==> src/rtl/align_shift_if.sv <==
// Handshake and operand/result bundle between the exponent-difference unit,
// the alignment stage and the mantissa add/sub stage.
interface align_shift_if #(
    parameter int EXP_MAX_W = 16,
    parameter int MAN_W     = 24
);
    logic                 start;
    logic [EXP_MAX_W:0]   diff;
    logic                 swap;
    logic [MAN_W-1:0]     m_a;
    logic [MAN_W-1:0]     m_b;
    logic                 busy;
    logic                 done;
    logic [MAN_W-1:0]     m_large;
    logic [MAN_W+1:0]     m_aligned;
    logic                 sticky;

    modport master (
        output start, diff, swap, m_a, m_b,
        input  busy, done, m_large, m_aligned, sticky
    );

    modport slave (
        input  start, diff, swap, m_a, m_b,
        output busy, done, m_large, m_aligned, sticky
    );
endinterface

==> src/rtl/align_shift.sv <==
// FP adder mantissa alignment: iterative right shift of the smaller mantissa
// with guard/round/sticky. Optional macro ALIGN_STICKY_EN keeps the sticky logic.
//
// state | meaning
// IDLE  | waiting for start; outputs hold the last result
// SHIFT | shifting up to SHIFT_STEP bits per cycle, busy=1
// DONE  | done pulse for one cycle, then back to IDLE
module align_shift #(
    parameter int EXP_MAX_W  = 16,
    parameter int MAN_W      = 24,
    parameter int SHIFT_STEP = 4
) (
    input  logic            clk,
    input  logic            rst,
    align_shift_if.slave    bus
);
    localparam int WW = MAN_W + 2;
    localparam int DW = EXP_MAX_W + 1;
    localparam int RW = $clog2(MAN_W + 3);
    localparam logic [RW-1:0] W_FULL = RW'(MAN_W + 2);
    localparam logic [RW-1:0] STEP   = RW'(SHIFT_STEP);

    typedef enum logic [1:0] {IDLE, SHIFT, DONE} state_t;

    state_t           state;
    logic             busy_r;
    logic             done_r;
    logic [MAN_W-1:0] large_r;
    logic [WW-1:0]    w;
    logic [RW-1:0]    rem;
    logic [RW-1:0]    dsat;
    logic [RW-1:0]    step;
    logic [WW-1:0]    w_next;

    // A set MSB means a negative difference; treat it as a full shift-out.
    always_comb begin
        dsat = bus.diff[RW-1:0];
        if (bus.diff[EXP_MAX_W] || (bus.diff > DW'(MAN_W + 2)))
            dsat = W_FULL;
    end

    always_comb begin
        step   = (rem < STEP) ? rem : STEP;
        w_next = w >> step;
    end

`ifdef ALIGN_STICKY_EN
    logic          sticky_r;
    logic [WW-1:0] mask;
    logic          lost;

    always_comb begin
        mask = ~({WW{1'b1}} << step);
        lost = |(w & mask);
    end

    always_ff @(posedge clk) begin
        if (rst)
            sticky_r <= 1'b0;
        else if (state == IDLE && bus.start)
            sticky_r <= 1'b0;
        else if (state == SHIFT)
            sticky_r <= sticky_r | lost;
    end

    assign bus.sticky = sticky_r;
`else
    assign bus.sticky = 1'b0;
`endif

    always_ff @(posedge clk) begin
        if (rst) begin
            state   <= IDLE;
            busy_r  <= 1'b0;
            done_r  <= 1'b0;
            large_r <= '0;
            w       <= '0;
            rem     <= '0;
        end else begin
            case (state)
                IDLE: begin
                    done_r <= 1'b0;
                    if (bus.start) begin
                        large_r <= bus.swap ? bus.m_b : bus.m_a;
                        w       <= {(bus.swap ? bus.m_a : bus.m_b), 2'b00};
                        rem     <= dsat;
                        if (dsat != '0) begin
                            state  <= SHIFT;
                            busy_r <= 1'b1;
                        end else begin
                            state  <= DONE;
                            done_r <= 1'b1;
                        end
                    end
                end
                SHIFT: begin
                    w   <= w_next;
                    rem <= rem - step;
                    if (rem == step) begin
                        state  <= DONE;
                        busy_r <= 1'b0;
                        done_r <= 1'b1;
                    end
                end
                DONE: begin
                    done_r <= 1'b0;
                    state  <= IDLE;
                end
                default: begin
                    state  <= IDLE;
                    busy_r <= 1'b0;
                    done_r <= 1'b0;
                end
            endcase
        end
    end

    assign bus.busy      = busy_r;
    assign bus.done      = done_r;
    assign bus.m_large   = large_r;
    assign bus.m_aligned = w;
endmodule

==> src/flat_wrapper.sv <==
// flat-port wrapper written by rule: the top's interface ports become plain ports
module align_shift_flat 
#(
    parameter int EXP_MAX_W  = 16,
    parameter int MAN_W      = 24,
    parameter int SHIFT_STEP = 4
)
  (clk, rst, bus_start, bus_diff, bus_swap, bus_m_a, bus_m_b, bus_busy, bus_done, bus_m_large, bus_m_aligned, bus_sticky);
  align_shift_if #(.EXP_MAX_W(EXP_MAX_W), .MAN_W(MAN_W)) bus_i ();
  input  logic clk;
  input  logic rst;
  input wire logic [$bits(bus_i.start)-1:0] bus_start;
  input wire logic [$bits(bus_i.diff)-1:0] bus_diff;
  input wire logic [$bits(bus_i.swap)-1:0] bus_swap;
  input wire logic [$bits(bus_i.m_a)-1:0] bus_m_a;
  input wire logic [$bits(bus_i.m_b)-1:0] bus_m_b;
  output wire logic [$bits(bus_i.busy)-1:0] bus_busy;
  output wire logic [$bits(bus_i.done)-1:0] bus_done;
  output wire logic [$bits(bus_i.m_large)-1:0] bus_m_large;
  output wire logic [$bits(bus_i.m_aligned)-1:0] bus_m_aligned;
  output wire logic [$bits(bus_i.sticky)-1:0] bus_sticky;
  assign bus_i.start = bus_start;
  assign bus_i.diff = bus_diff;
  assign bus_i.swap = bus_swap;
  assign bus_i.m_a = bus_m_a;
  assign bus_i.m_b = bus_m_b;
  assign bus_busy = bus_i.busy;
  assign bus_done = bus_i.done;
  assign bus_m_large = bus_i.m_large;
  assign bus_m_aligned = bus_i.m_aligned;
  assign bus_sticky = bus_i.sticky;
  align_shift #(.EXP_MAX_W(EXP_MAX_W), .MAN_W(MAN_W), .SHIFT_STEP(SHIFT_STEP)) u_core (.clk(clk), .rst(rst), .bus(bus_i));
endmodule
==> config.mk <==
export PLATFORM = sky130hd
export DESIGN_NAME = align_shift_flat
export DESIGN_NICKNAME = d
export VERILOG_FILES = /design/src/rtl/align_shift_if.sv /design/src/rtl/align_shift.sv /design/src/flat_wrapper.sv
export SDC_FILE = /design/constraint.sdc
export NUM_CORES = 1
export LEC_CHECK = 0
export BUFFER_PORTS_ARGS = -buffer_cell sky130_fd_sc_hd__buf_2
export CAP_MARGIN = 0
export CORE_AREA = 2 2 117 119
export CTS_BUF_LIST = sky130_fd_sc_hd__clkbuf_16
export DETAILED_ROUTE_END_ITERATION = 8
export DIE_AREA = 0 0 119 121
export PLACE_DENSITY = 0.56
export SLEW_MARGIN = 0
export SYNTH_ARGS = -nofsm -noshare
export SYNTH_HDL_FRONTEND = slang
export SYNTH_SLANG_ARGS = --single-unit
==> constraint.sdc <==
create_clock -name clk -period 3.05 [get_ports clk]
set_input_delay 0.305 -clock clk [delete_from_list [all_inputs] [get_ports clk]]
set_output_delay 0.305 -clock clk [all_outputs]
set_load 0.005 [all_outputs]
==> results.md, run 1 <==
* Pre-CTS setup slack at about 1100 ps
* HPWL reported at the end of detailed placement at around 8.9 mm
* Setup violators final at 0
* Post-CTS Repair Setup Buffers at 0
* Status: complete, no violations
* Placer Congestion at approximately 0.87
* ANT nets after route at 0
* DR iter-0 viols at roughly 290
* Longest Clk Path Bufs at 2
* MaxCap Viol Count at 0
* CORE AREA at 13100 µm²
* TritonCTS clock tree: built
* Max rail drop VDD at between 200 and 300 µV
* Delay-heaviest family, CP: flip-flops
* Synthesized net count at 526
* Hold_buf cts at 0
* Most frequent cells in the layout: 120 x buf_2, 60 x mux2i_1, 59 x dfxtp_1
* H-tree depth at 3
* First-pass GRT wire length at a little under 20 mm
* DRC at 0
* Layout net count at ~630
* Antenna violations before repair at 0
* Crit end category: flip-flop
* Vias per inst at 5.37
* Min Tclk post-route at 2020 ps
* Hold slack at approximately 260 ps
* Worst Hold Class: in -> reg
* Largest net degree at the start of global routing at 52
* Clock buffer count from CTS at 9
* Setup TNS at 0 ps
* XOR/XNOR share of the synthesized area at 0%
* Worst Path Arrival at between 2000 and 2500 ps
* Vias in the first global route at roughly 3800
* RSZ-0062 raised after global routing: no
* Clock latency on the worst-skew pair at roughly 340 ps
* Startpoint Class: flip-flop
* Adder-cell share of the synthesized area at 0.326%
* Ys flop type: dfxtp_1
* Row Count at between 40 and 50
* Cell area after layout at 4860 µm²
* PwrDens at around 540 nW/µm²
* Dpl cell area at between 4000 and 5000 µm²
* Slew HR at ~47%
* CTS clk-pin slew, worst paths at about 50 ps
* Total die area at around 14000 µm²
* Lkg Pwr at approximately 0.0021 µW
* Post-Route WL at 12.3 mm
* Synth Cell Area at 3840 µm²
* Fraction of final layout cells sized beyond drive strength 1 at 30.6%
* Synth Area in Simple Gates at between 15 and 20%
* First-pass DRT Iterations at 4
* Synthesis Warnings at 0
* CP Cell Sequence: buf_4 -> mux4_2 -> nand2_1 -> a211oi_1
* Max Clk Rate at about 500 MHz
* Clock root buffer master: clkbuf_16
* Critical Path Max Stage Delay at slightly above 800 ps
* Post-synth EDFFs at 0
* Gr ovfl total at 0
* Via count at between 3000 and 4000
* # diodes at 0
* Die width at about 120 µm
* Worst-path fanout max at 24
* Final hold vios at 0
* Netlist cell types at 55
* Setup CP Type: reg -> reg
* Final worst setup slack at about 1000 ps
* # IOs at ~120
* Fin crit share at 66.1%
* Port Buffers at 120
* Compound-gate portion of the synthesized area at roughly a quarter
* Tot GR Track Use at between 10% and 20%
* CTS-repair resized insts at 0
* Yosys reg bits at between 50 and 60
* Asr flop ratio synth at 0%
* Slowest stage cell on the critical path: dfxtp_1
* Mux cell area share after synthesis at between 20% and 30%
* Initial Util at around 30%
* Final-layout fill cell count at between 1000 and 1500
* Buf/Inv on CP at 1
* Seq/Total Area, Yosys at 30.7%
* Average cell area after synthesis at roughly 8.4 µm²
* Worst-margin pin slew at roughly 800 ps
* Wire length per cell at roughly 17 µm
* Commonest non-fill, non-tap cell in the layout: buf_2
* Worst Path Required at 3230 ps
* Post-route clock skew at between 10 and 15 ps
* Area growth syn-to-layout at 26.4%
* Die Y at between 100 and 150 µm
* Final core utilization at a little under two fifths
* Cells after Synth at around 460
* Final Max Tran Viols at 0
* Largest family of logic cells by synthesized area: compound AO/OA/AOI/OAI gates
* Clock sinks at 59
-- registers in the layout (all words and copies together) (netlist names) --
name and cells:
u_core.bus.m_aligned 26, u_core.bus.done 1, u_core.rem 5, u_core.bus.busy 1, u_core.state 2, u_core.bus.m_large 24
-- where the power goes --
part / switching (µW) / internal [µW] / leakage, µW
sequential: 109 / 856 / 0.000488
clock: 367 / 620 / 0.000138
combinational: 381 / 305 / 0.00151
total: 857 / 1780 / 0.00214
-- final cells by class --
type                    instances  area [µm²]  share of cell area (%)
multi-input cells             344        2410                    49.7
flip-flops and latches         59        1180                    24.3
inverters                       9        33.8                   0.696
well taps                     176         220                    4.53
clock buffers                   9         225                    4.64
clock inverters                 7        58.8                    1.21
repair buffers                135         726                    14.9
-- logic make-up after synthesis --
logic type      count (synthesis)
flops                          59
buf+inv                        53
other cells                     2
compound gates                135
simple gates                  133
mux                            73
fa+ha+maj                       1
-- stage by stage --
| step | total power [µW] | std cells |
|---|---|---|
| 6_report | 2640 | 739 |
| 5_1_grt | 2770 | 739 |
| 4_1_cts | 2660 | 739 |
| 3_5_place_dp | 1660 | 723 |
| 3_3_place_gp | 1650 | 723 |
| 2_1_floorplan | 1400 | 456 |
-- worst paths after layout --
kind | cells past startpoint | endpoint | from | slack, ps
hold reg to reg | 2 | u_core.bus.busy | u_core.bus.busy | 480
setup reg to reg | 4 | u_core.bus.m_aligned[20] | u_core.rem[0] | 1030
hold / removal | 2 | u_core.rem[3] | bus_diff[3] | 260
setup / recovery | 4 | u_core.bus.m_aligned[20] | u_core.rem[0] | 1030
-- cells in the mapped netlist (3+ instances only) --
master	instances	area, µm²
o221ai_1	5	43.8
nor2_1	42	158
buf_6	3	33.8
nand2b_1	8	50.1
nor4_1	5	31.3
a221oi_1	3	26.3
a22oi_1	3	22.5
and3_1	7	43.8
dfxtp_1	59	1180
buf_1	5	18.8
nor3_1	10	50.1
a31oi_1	5	31.3
buf_4	3	22.5
buf_2	18	90.1
o211ai_1	3	22.5
a21o_1	5	37.5
a2bb2oi_1	5	43.8
inv_1	9	33.8
o32ai_1	5	43.8
nand3_1	17	85.1
mux2i_1	60	601
a211oi_1	33	248
o22ai_1	7	43.8
clkbuf_1	14	52.6
mux2_2	9	101
mux4_2	4	90.1
o21ai_0	15	75.1
nand2_1	33	124
a21oi_1	27	135
-- per-layer routing --
layer,up-vias,track usage (%),routed length [µm]
li1,1932,-,-
met1,1877,22.4,5690
met2,150,27.4,5610
met3,10,2.96,829
met4,0,7.59,164
met5,-,0,0
No activity file was read; power rests on OpenSTA's default activity.
==> run 2: changes to the inputs <==
--- a/config.mk
+++ b/config.mk
@@ -11,7 +11,7 @@
 export CTS_BUF_LIST = sky130_fd_sc_hd__clkbuf_16
 export DETAILED_ROUTE_END_ITERATION = 8
 export DIE_AREA = 0 0 119 121
-export PLACE_DENSITY = 0.56
+export PLACE_DENSITY = 0.58
 export SLEW_MARGIN = 0
 export SYNTH_ARGS = -nofsm -noshare
 export SYNTH_HDL_FRONTEND = slang
==> constraint.sdc (replaced) <==
create_clock -name clk -period 1.77 [get_ports clk]
set_input_delay 0.177 -clock clk [delete_from_list [all_inputs] [get_ports clk]]
set_output_delay 0.177 -clock clk [all_outputs]
set_load 0.005 [all_outputs]
==> results.md, run 2 (synthesis results as in run 1) <==
* First-pass GRT wire length at 20.4 mm (+4.6%)
* Fraction of final layout cells sized beyond drive strength 1 at 33.6% (+3.0 points)
* Die Y at 121 µm (unchanged)
* Min Tclk post-route at 1650 ps (-369 ps)
* Clock buffer count from CTS at 9 (unchanged)
* Final-layout fill cell count at 1322 (-3.9%)
* Clock root buffer master: clkbuf_16
* DR iter-0 viols at 212 (-26%)
* Commonest non-fill, non-tap cell in the layout: buf_2
* Wire length per cell at 16.6 µm (-0.37%)
* H-tree depth at 3 (unchanged)
* Hold_buf cts at 0 (unchanged)
* Startpoint Class: flip-flop
* Layout net count at 647 (+3.0%)
* Worst-margin pin slew at 544 ps (-247 ps)
* Worst r2r src: u_core.rem[3]
* Worst-path fanout max at 4 (-83%)
* DRC at 0 (unchanged)
* Area growth syn-to-layout at 31.9%
* CTS clk-pin slew, worst paths at 50 ps (about the same)
* First-pass DRT Iterations at 4 (unchanged)
* # diodes at 0 (unchanged)
* Tot GR Track Use at 17.8% (+0.71 points)
* Max Clk Rate at 607 MHz (+22%)
* Setup TNS at 0 ps (unchanged)
* Vias in the first global route at 3968 (+5.3%)
* Setup violators final at 0 (unchanged)
* Slew HR at 62.7% (+16 points)
* Total die area at 14400 µm² (unchanged)
* PwrDens at 907 nW/µm² (+67%)
* RSZ-0062 raised after global routing: no
* Status: complete, no violations
* Final hold vios at 0 (unchanged)
* Hold Crit Start: bus_diff[0]
* Pre-CTS setup slack at 72.9 ps (-997 ps)
* Post-Route WL at 12.5 mm (+2.1%)
* Max rail drop VDD at 503 µV (+72%)
* Vias per inst at 5.38 (+0.23%)
* Clock sinks at 59 (unchanged)
* Clock latency on the worst-skew pair at 330 ps (about the same)
* Largest net degree at the start of global routing at 47 (-9.6%)
* Placer Congestion at 0.850 (-2.7%)
* Via count at 4075 (+2.7%)
* Setup crit start: u_core.rem[3]
* Max reg flops at 26 (unchanged)
* Worst Path Required at 1980 ps (-1250 ps)
* Port Buffers at 120 (unchanged)
* MaxCap Viol Count at 0 (unchanged)
* Worst Path Arrival at 1860 ps (-340 ps)
* Fin crit share at 93.1% (+27 points)
* Longest Clk Path Bufs at 2 (unchanged)
* Final Max Tran Viols at 0 (unchanged)
* Gr ovfl total at 0 (unchanged)
* Antenna violations before repair at 0 (unchanged)
* Lkg Pwr at 0.00227 µW (+5.9%)
* Initial Util at 29.4% (unchanged)
* Post-route clock skew at 4.73 ps (-6.18 ps)
* CORE AREA at 13100 µm² (unchanged)
* TritonCTS clock tree: built
* Crit end category: flip-flop
* # IOs at 122 (unchanged)
* Row Count at 42 (unchanged)
* HPWL reported at the end of detailed placement at 9.34 mm (+5.1%)
* Die width at 119 µm (unchanged)
* Final core utilization at 38.7% (+1.6 points)
* ANT nets after route at 0 (unchanged)
* Setup CP Type: reg -> reg
* Worst Hold Class: in -> reg
* Most frequent cells in the layout: 120 x buf_2, 60 x mux2i_1, 57 x dfxtp_1
* Final worst setup slack at 122 ps (-911 ps)
run 2: cell count changes in the layout (fill, tap and decap cells not counted), moves of 2 or more:
cell / change
buf_4: +15
buf_12: +4
dfxtp_1: -2
dfxtp_2: +2
inv_1: +2
run 2: power breakdown:
| group | internal (µW) | switching (µW) |
|---|---|---|
| Clock | 1060 | 596 |
| Combinational | 597 | 704 |
| Sequential | 1480 | 163 |
| Total | 3130 | 1460 |
run 2: cell type report:
class / count / area (µm²) / share of cell area [%]
clock buffer: 9 / 225 / 4.45
clock inverter: 6 / 50.0 / 0.988
inverter: 9 / 33.8 / 0.667
multi-input combinational: 344 / 2430 / 48.0
sequential: 59 / 1180 / 23.4
tap: 176 / 220 / 4.35
timing repair buffer: 154 / 918 / 18.1
run 2: metrics by stage:
stage	hold WS, ps	cells	area [µm²]	total power, µW
2_1_floorplan	313	456	3870	2430
3_3_place_gp	476	742	4770	2930
3_5_place_dp	478	742	4770	2950
4_1_cts	126	757	5040	4610
5_1_grt	151	757	5060	4850
6_report	136	757	5060	4590
run 2: worst paths after layout:
check	end	slack [ps]	cells past startpoint
min	u_core.rem[0]	140	3
min reg2reg	u_core.bus.m_large[6]	490	2
max reg2reg	u_core.rem[2]	120	6
max	u_core.rem[2]	120	6
run 2: timing repair:
item                       CTS  global route
gates resized for setup      0             4
setup buffers                0             0
setup endpoints to repair    0             4
run 2: per-layer routing:
| metal | track usage [%] | up-vias | part of all wire, % |
|---|---|---|---|
| li1 | - | 1954 | - |
| met1 | 22.9 | 1931 | 46 |
| met2 | 28.7 | 169 | 45 |
| met3 | 2.82 | 21 | 6.5 |
| met4 | 9.08 | 0 | 2.4 |
| met5 | 0 | - | 0 |
run 2: critical path: stages, from the launching register on:
cell     delay, ps
dfxtp_1        330
or3_4          140
nand2_1         60
ha_2           200
or4_1          490
a31oi_2        220
o41ai_2         90
==> run 3: changes to the inputs <==
--- a/config.mk
+++ b/config.mk
@@ -11,6 +11,7 @@
 export CTS_BUF_LIST = sky130_fd_sc_hd__clkbuf_16
 export DETAILED_ROUTE_END_ITERATION = 8
 export DIE_AREA = 0 0 119 121
+export GPL_TIMING_DRIVEN = 0
 export PLACE_DENSITY = 0.58
 export SLEW_MARGIN = 0
 export SYNTH_ARGS = -nofsm -noshare
==> results.md, run 3 (synthesis results as in run 1) <==
* Clock latency on the worst-skew pair at 340 ps (about the same)
* Buf/Inv on CP at 3 (+3)
* Final worst setup slack at -107 ps (-228 ps)
* First-pass GRT wire length at 22.3 mm (+9.5%)
* Worst-margin pin slew at 685 ps (+141 ps)
* Total die area at 14400 µm² (unchanged)
* Hold slack at 107 ps (-28.7 ps)
* ANT nets after route at 0 (unchanged)
* RSZ-0062 raised after global routing: yes
* Worst Path Required at 1960 ps (-20 ps)
* Slowest stage cell on the critical path: or4_1
* Comb power frac at 28.6% (+0.3 points)
* Dpl cell area at 4690 µm² (-1.8%)
* Psw at 1620 µW (+10%)
* CP Cell Sequence: buf_6 -> buf_8 -> clkbuf_16 -> nand2_4 -> ha_4 -> or4_1 -> a31oi_1 -> o41ai_1
* Vias per inst at 5.42 (+0.75%)
* Crit end category: flip-flop
* Max rail drop VDD at 520 µV (+3.4%)
* Slew HR at 54.3% (-8.4 points)
* # diodes at 0 (unchanged)
* Max Clk Rate at 533 MHz (-12%)
* Vias in the first global route at 4102 (+3.4%)
* Tot GR Track Use at 19.7% (+1.9 points)
* Fin crit share at 106% (+13 points)
* CTS clk-pin slew, worst paths at 60 ps (about the same)
* Tot Pwr at 4950 µW (+7.8%)
* Via count at 4176 (+2.5%)
* Hold_buf cts at 0 (unchanged)
* Global route hottest layer: met2
* Internal Power at 3340 µW (+6.6%)
* Setup violators final at 7 (+7)
* Failing checks: setup timing
* Die Y at 121 µm (unchanged)
* Antenna violations before repair at 0 (unchanged)
* Met2 Usage GRT at 33.1% (+4.3 points)
* # IOs at 122 (unchanged)
* Port Buffers at 118 (-1.7%)
* Initial Util at 29.4% (unchanged)
* Clock share of power at 38.1% (+2.1 points)
* Setup crit start: u_core.rem[1]
* Worst-path fanout max at 10 (+6)
* Hold Crit Start: bus_diff[0]
* Min Tclk post-route at 1880 ps (+228 ps)
* Status: finished, violations left
* Most frequent cells in the layout: 132 x buf_2, 60 x mux2i_1, 55 x dfxtp_1
* CORE AREA at 13100 µm² (unchanged)
* Clock buffer count from CTS at 9 (unchanged)
* H-tree depth at 3 (unchanged)
* Cell area after layout at 5210 µm² (+2.8%)
* Met1 usage at 25.2% (+2.3 points)
* Final Max Tran Viols at 0 (unchanged)
* Delay-heaviest family, CP: simple AND/OR/NAND/NOR gates
* GR Layer Usage met3 at 4.28% (+1.5 points)
* Longest Clk Path Bufs at 2 (unchanged)
* MaxCap Viol Count at 0 (unchanged)
* Setup TNS at -198 ps (-198 ps)
* Row Count at 42 (unchanged)
* Power share of the sequential group at 33.3% (-2.4 points)
* TritonCTS clock tree: built
* Die width at 119 µm (unchanged)
* Max reg flops at 26 (unchanged)
* Clock root buffer master: clkbuf_16
* Worst Hold Depth at 3 (unchanged)
* Clock sinks at 59 (unchanged)
* PwrDens at 951 nW/µm² (+4.9%)
* Flop2flop setup slack at -110 ps (-230 ps)
* Wire length per cell at 18.6 µm (+12%)
* Worst Hold Class: in -> reg
* Post-route clock skew at 11.6 ps (+6.89 ps)
* Worst reg-to-reg path cell count at 8 (+2)
* Setup CP Type: reg -> reg
* Critical Path Sink: u_core.rem[2]
* Gr ovfl total at 0 (unchanged)
* Post-Route WL at 14.3 mm (+14%)
* Lkg Pwr at 0.00230 µW (+1.5%)
* HPWL reported at the end of detailed placement at 10.6 mm (+13%)
* Reg-to-reg endpoint: u_core.rem[2]
* Levels on crit path at 8 (+2)
* Worst r2r src: u_core.rem[1]
* Switch share at 32.6% (+0.78 points)
* Fraction of final layout cells sized beyond drive strength 1 at 34.8% (+1.3 points)
* First-pass DRT Iterations at 5 (+1)
* Startpoint Class: flip-flop
* DRC at 0 (unchanged)
* Critical Path Max Stage Delay at 470 ps (-20 ps)
* Largest net degree at the start of global routing at 12 (-74%)
* Layout net count at 659 (+1.9%)
* Area growth syn-to-layout at 35.6%
* Final hold vios at 0 (unchanged)
* Placer Congestion at 0.877 (+3.1%)
* Worst Path Arrival at 2070 ps (+210 ps)
* Final core utilization at 39.8% (+1.1 points)
* Commonest non-fill, non-tap cell in the layout: buf_2
* DR iter-0 viols at 359 (+69%)
run 3: cell types whose count changed in the layout (fill, tap and decap cells not counted), sizes merged:
| cell | change |
|---|---|
| clkinvlp | +2 |
| buf | -8 |
| bufinv | +1 |
| inv | -2 |
| clkbuf | +20 |
run 3: cell type report:
class                      count  area (µm²)
clock buffer                   9         225
clock inverter                 7        92.6
fill                        1311        7880
timing repair buffer         122         638
tap                          176         220
buffer                        44         312
inverter                       9        33.8
multi-input combinational    344        2500
sequential                    59        1190
run 3: repair_timing:
action | in CTS | in global routing
setup endpoints to repair | 25 | 47
resized for setup | 16 | 27
pin swaps | 7 | 6
gates cloned | 0 | 1
buffers inserted | 2 | 1
run 3: worst min-delay path by stage:
stage                    endpoint  slack [ps]
floorplan           u_core.rem[0]         310
global placement    u_core.rem[0]         450
detailed placement  u_core.rem[0]         460
CTS                 u_core.rem[0]         110
global route        u_core.rem[3]         140
finish              u_core.rem[0]         110
run 3: stage by stage:
stage | instances | setup WS, ps
6_report | 770 | -107
5_1_grt | 770 | -188
4_1_cts | 768 | -120
3_5_place_dp | 750 | -288
3_3_place_gp | 750 | -292
2_1_floorplan | 456 | 146
run 3: power groups by stage:
stage	sequential (µW)	combinational (µW)	clock, µW
after global routing	1670	1530	1970
after global placement	1660	1260	0
after floorplan	1630	800	0
final	1650	1410	1890
after CTS	1640	1330	1910
after detailed placement	1670	1280	0
run 3: tightest hold or removal path, cell delays in order:
cell	delay [ps]
buf_2	120
nand2_1	50
o41ai_1	50
run 3: per-layer routing:
layer	vias to the layer above	wire [µm]
li1	1982	-
met1	1951	6040
met2	221	6710
met3	22	1290
met4	0	264
met5	-	0
